--- src/rtl/mod_reduce.sv ---
// mod_reduce: bit-serial reduction of a 2N-bit product modulo an N-bit M.
// One conditional subtract per product bit, MSB first; 2N cycles per result.
module mod_reduce #(
  parameter int N = 256
) (
  input  logic           clock,
  input  logic           reset,
  input  logic           start,
  input  logic [2*N-1:0] P,
  input  logic [N-1:0]   M,
  output logic [N-1:0]   R,
  output logic           done,
  output logic           busy,
  output logic           err
);

  localparam int CW = $clog2(2*N);

  typedef enum logic {IDLE, RUN} state_t;

  state_t         state, state_d;
  logic [2*N-1:0] pcap, pcap_d;
  logic [N-1:0]   mcap, mcap_d;
  logic [N-1:0]   rem, rem_d;
  logic [CW-1:0]  cnt, cnt_d;
  logic [N-1:0]   r_d;
  logic           done_d, busy_d, err_d;

  logic [N:0]     t;
  logic           t_ge;
  logic [N-1:0]   rem_step;

  // pcap shifts left each step, so its MSB is the bit at index cnt
  assign t        = {rem, pcap[2*N-1]};
  assign t_ge     = t >= {1'b0, mcap};
  assign rem_step = t_ge ? N'(t - {1'b0, mcap}) : t[N-1:0];

  always_ff @(posedge clock) begin
    if (reset) begin
      state <= IDLE;
      pcap  <= '0;
      mcap  <= '0;
      rem   <= '0;
      cnt   <= '0;
      R     <= '0;
      done  <= 1'b0;
      busy  <= 1'b0;
      err   <= 1'b0;
    end else begin
      state <= state_d;
      pcap  <= pcap_d;
      mcap  <= mcap_d;
      rem   <= rem_d;
      cnt   <= cnt_d;
      R     <= r_d;
      done  <= done_d;
      busy  <= busy_d;
      err   <= err_d;
    end
  end

  always_comb begin
    state_d = state;
    unique case (state)
      IDLE: if (start && M != '0) state_d = RUN;
      RUN:  if (cnt == '0) state_d = IDLE;
      default: state_d = IDLE;
    endcase
  end

  always_comb begin
    pcap_d = pcap;
    mcap_d = mcap;
    rem_d  = rem;
    cnt_d  = cnt;
    r_d    = R;
    done_d = 1'b0;
    busy_d = busy;
    err_d  = err;
    unique case (state)
      IDLE: begin
        if (start) begin
          if (M == '0) begin
            r_d    = '0;
            err_d  = 1'b1;
            done_d = 1'b1;
          end else begin
            pcap_d = P;
            mcap_d = M;
            rem_d  = '0;
            cnt_d  = CW'(2*N-1);
            busy_d = 1'b1;
            err_d  = 1'b0;
          end
        end
      end
      RUN: begin
        rem_d  = rem_step;
        pcap_d = pcap << 1;
        if (cnt == '0) begin
          cnt_d  = '0;
          r_d    = rem_step;
          done_d = 1'b1;
          busy_d = 1'b0;
        end else begin
          cnt_d = cnt - 1'b1;
        end
      end
      default: ;
    endcase
  end

endmodule

--- config.mk ---
export PLATFORM = sky130hd
export DESIGN_NAME = mod_reduce
export DESIGN_NICKNAME = d
export VERILOG_FILES = /design/src/rtl/mod_reduce.sv
export SDC_FILE = /design/constraint.sdc
export NUM_CORES = 2
export LEC_CHECK = 0
export CELL_PAD_IN_SITES_DETAIL_PLACEMENT = 1
export CELL_PAD_IN_SITES_GLOBAL_PLACEMENT = 1
export CORE_MARGIN = 2
export CORE_UTILIZATION = 45
export DETAILED_ROUTE_END_ITERATION = 10
export DONT_BUFFER_PORTS = 1
export PLACE_DENSITY_LB_ADDON = 0.2
export SKIP_LAST_GASP = 1
export SYNTH_ARGS = -nofsm -noshare
export SYNTH_HDL_FRONTEND = slang
export SYNTH_SLANG_ARGS = --single-unit
export TNS_END_PERCENT = 20
--- constraint.sdc ---
create_clock -name clock -period 7.5 [get_ports clock]
set_input_delay 1.875 -clock clock [delete_from_list [all_inputs] [get_ports clock]]
set_output_delay 1.875 -clock clock [all_outputs]
set_load 0.01 [all_outputs]
Word-level counts from Yosys, hierarchy flattened
Cells that the tools add are included.

Register bits after elaboration: 1293. Output and inout bits: 259.

Add/sub/neg operators: 2. Mux-type cells: 26. Equality and inequality tests: 4. Order comparisons: 1. Bitwise operators: 2. Reductions and logical operators: 9.

Operators with widths (number): 256-bit two-way mux (6); 512-bit two-way mux (2); 256-bit one-hot mux with 2 select lines (2); 512-bit one-hot mux with 2 select lines (1); 257-bit by 256-bit >= comparator with 1-bit output (1); 256-bit logical NOT (1); 256-bit nonzero test (1); 256-bit subtractor (1); 9-bit two-way mux (3); 9-bit one-hot mux with 2 select lines (1); 9-bit logical NOT (1); 3-bit AND reduction (3); 9-bit by 1-bit subtractor with 9-bit output (second input constant) (1); 1-bit two-way mux (8); 2-bit inequality test (second input constant) (3); 1-bit one-hot mux with 2 select lines (3); 2-bit AND reduction (2); 2-bit by 1-bit inequality test with 1-bit output (second input constant) (1); 1-bit NOT (2); 1-bit logical AND (1).

Logic depth before layout (Yosys ltp)
Depth in word-level cells: 4. Mapped depth: 22. Gate-level depth less buffers: 19.

Least setup slack after synthesis
No wires, ideal clock.

Path kind: register to register. From: register mcap[15]. To: register R[100]. Setup time: 128 ps. Setup slack: 2881 ps. Path buffers: 3. Clock period less this slack: 4619 ps. Data arrival time: 4491 ps. Stages on the path, launching flop included: 22. Cells stage by stage: dfxtp_1 -> inv_1 -> ha_1 -> buf_2 -> and4_1 -> or3b_1 -> nor4_2 -> o31ai_1 -> a2111o_1 -> a31oi_1 -> nor2_1 -> o31ai_4 -> a31o_1 -> o2111ai_1 -> o31a_1 -> o211ai_4 -> buf_2 -> buf_2 -> mux2i_1 -> nor2_1 -> a31oi_1 -> nor2_1.

Word-level cells in the longest chain between the ends: 4. Elaborated cells between the ends (all ways): 5. Classes of those cells: add/sub: 1; order compare: 1; mux: 3.

RTL lines: from (decl) (line 23) `logic [N-1:0] mcap, mcap_d;`; from (signal assigned) (line 52) `mcap <= mcap_d;`; 256-bit subtractor / 257-bit by 256-bit >= comparator with 1-bit output (equally long branches) (line 36, 35); 256-bit two-way mux (*) (line 36) `assign rem_step = t_ge ? N'(t - {1'b0, mcap}) : t[N-1:0];`; 256-bit two-way mux (*) (line 100) `if (cnt == '0) begin`; 256-bit one-hot mux with 2 select lines (*) (line 80) `unique case (state)`; to (signal assigned) (line 55) `R <= r_d;`; to (decl) (line 11) `output logic [N-1:0] R,`.

Every way passes the cells marked *; elsewhere a longest branch is shown, timed or not. The select of a mux whose other input is x is not followed. A chain may end at the register's enable or synchronous reset.

Worst setup path in the final report
From: register mcap[1]. To: register R[39].

The elaborated chain is that of the path after synthesis.

==> results.yml <==
critical_path:
  path_class: "reg2reg"
  cpMaxStageDelayCell: "o31ai_1"
  worstPathCellList: "inv_1 > ha_1 > nor2b_1 > o31ai_1 > a211oi_1 > o31ai_1 > a2111o_1 > a31oi_1 > nor2_1 > o31ai_4 > a31o_1 > o2111ai_1 > o31a_1 > o211a_4 > buf_4 > buf_4 > a21oi_1 > or3_1 > a21oi_1"
  reg2reg_to: "R[39]$_SDFFE_PP0P_"
  path_buf_inv: 3
  max_stage_delay_ns: 0.61
  critPathMaxFanout: 37
  worst_setup_path_start_kind: "flop"
  ff2ff_path_depth: 19
  ff2ff_setup_slack_ns: 0.98
  cp_top_family: "compound AO/OA/AOI/OAI gates"
  cp-end-kind: "flop"
  cp.arrival_ns: 7.23
  r2r-start: "mcap[1]$_SDFFE_PP0P_"
  cp.required_ns: 8.21
timing:
  fin_crit_sh_pct: 87.0
  fin_crit_ns: 6.52
  skew_ns: 0.0588
  max_freq_mhz: 153
  slew_violations: 0
  maxSlewHeadroom_pct: 13.5
  hold_violations: 0
  tightestPinTransition_ns: 1.28
  rsz0062_at_grt: "false"
  setup_tns_ns: 0
  setup_violations: 0
logic_synthesis:
  synthTopCellsByArea: "dfxtp_1 (36%), mux2i_1 (8.2%), a21oi_1 (7.3%)"
  synthTopCellsByCount: "nand2_1 (1347), dfxtp_1 (1293), nor2_1 (1052)"
  syn-cell-area_sq_um: 71300
  synth_top_area_share_pct: 36.3
  ys_warn_count: 0
  async_flop_share_pct: 0
  synth_edf_count: 0
  ys_types: 76
  synth-seq-cells: 1293
  yosys.area.top_type: "dfxtp_1"
  synth_nets: 10351
  synth_cells: 9322
  synth_area_per_cell_sq_um: 7.65
  synth.most_common_cell: "nand2_1"
  yosysSeqAreaShare_pct: 36.3
  ys.flop_type: "dfxtp_1"
finish:
  area_growth_pct: 9.05
  drive_above_1_share_pct: 4.56
  multiInputGateArea_sq_um: 41600
  n_fill_cell: 19125
  seq_area_sq_um: 25900
  num-nets-final: 9952
drt:
  detail_route.first_pass.iterations: 6
  antenna_left: 0
  num_vias: 69250
  route.detailed.drc: 0
  wl_per_cell_um: 29.0
  drt_iter0_markers: 5195
  wl_mm: 323
  vias_per_cell: 6.22
cts:
  cts_tree: "done"
  cts.sinks: 1293
  clockBufferDepth: 3
  h-tree-depth: 4
  cts_resized: 0
  clk_latency_ns: 0.84
  cts_root_buffer: "clkbuf_16"
  numCtsBuffers: 147
  postCtsSetupRepairBufs: 0
  cts.clk_slew.worst_paths_ns: 0.06
  holdBufCountCts: 0
run:
  max_cap_violations: 0
placement:
  dpl.hpwl_mm: 250
  gp_congestion: 0.989
  portBuffers: 0
global_route:
  grt-ovfl-total: 0
  grt_pass1_vias: 69859
  grt_first_pass_wirelength_mm: 467
  grt_usage_pct: 38.1
  grt_max_degree: 987
  antenna_found_initial: 36
status:
  outcome: "finished clean"
floorplan:
  die_y_um: 402
  start_util_pct: 45.2
  die_area_sq_um: 162000
  io_pins: 1030
  core-area_sq_um: 158000
  die_w_um: 402
  rows: 146
min_path:
  hold_depth: 2
  hold_path.startpoint: "mcap[106]$_SDFFE_PP0P_"
  hold_end: "mcap[106]$_SDFFE_PP0P_"
  hold_path_class: "reg2reg"
per-stage QoR:
stage                     utilization [%]  instance area (sq um)  worst slack, ns  hold WS (ns)  std cells
after CTS                            49.2                  77600             1.03         0.455      11106
after global routing                 49.3                  77700            0.629         0.473      11138
after detailed placement             46.0                  72600             1.04         0.447      10843
after global placement               46.0                  72600            0.407         0.443      10843
final                                49.3                  77800            0.977         0.455      11141
after floorplan                         -                  71300             2.88         0.432       9322
worst max-delay path by stage:
stage,start,endpoint,slack [ns],cells after the start
global route,pcap[511]$_SDFFE_PP0P_,R[234]$_SDFFE_PP0P_,0.63,22
finish,mcap[1]$_SDFFE_PP0P_,R[39]$_SDFFE_PP0P_,0.98,19
CTS,mcap[15]$_SDFFE_PP0P_,R[25]$_SDFFE_PP0P_,1.03,20
detailed placement,mcap[16]$_SDFFE_PP0P_,R[25]$_SDFFE_PP0P_,1.04,20
global placement,pcap[511]$_SDFFE_PP0P_,R[234]$_SDFFE_PP0P_,0.41,22
floorplan,mcap[15]$_SDFFE_PP0P_,R[100]$_SDFFE_PP0P_,2.88,21
state kept, by name (all words and copies together), names as in the netlist:
signal  cells
mcap      256
err         1
busy        1
state       1
done        1
rem       256
pcap      512
R         256
cnt         9
worst min-delay path, stage by stage (launching register included):
cell	delay (ns)
dfxtp_1	0.31
nand2_1	0.05
a21oi_1	0.05
per-layer routing:
layer,global-route usage [%],wire length [um]
met3,10.7,27200
met1,47.6,134000
met4,16.0,14800
met5,0,75
met2,61.5,146000
logic make-up (layout without fill, tap and decap cells):
logic type	count (synthesis)	after routing	share of synthesized area (%)
other	0	32	0
xor gates and xnor gates	237	237	2.91
adders and majority gates	258	258	4.54
DFF	1293	1293	36.3
buffers and inverters	1045	760	5.57
muxes	591	591	8.30
AOI/OAI and AO/OA	2864	2864	24.4
and+or+nand+nor	3034	3034	18.0
layout by cell type (no fill, tap or decap), types with 93 or more instances in the layout:
cell and count:
nor4_1 93, xnor2_1 152, nand2_1 1344, mux2i_1 587, dfxtp_1 1292, a21oi_1 1041
nand4_1 180, o21bai_1 100, nand3_1 94, buf_4 100, clkbuf_16 148, inv_1 374
nor2_1 1047, a21o_1 101, a211oi_1 574, o21ai_0 667, ha_1 257
cell type report:
| cell class | instances | area share [%] |
|---|---|---|
| clock inverter | 53 | 1.02 |
| tap | 2072 | 3.33 |
| sequential | 1293 | 33.3 |
| inverter | 375 | 1.81 |
| clock buffer | 210 | 5.41 |
| multi-input combinational | 6984 | 53.5 |
| timing repair buffer | 122 | 1.56 |
| antenna | 32 | 0.103 |
Power is not shown: default switching activity piles up to over one toggle a cycle in this logic, so the estimate is an artifact.
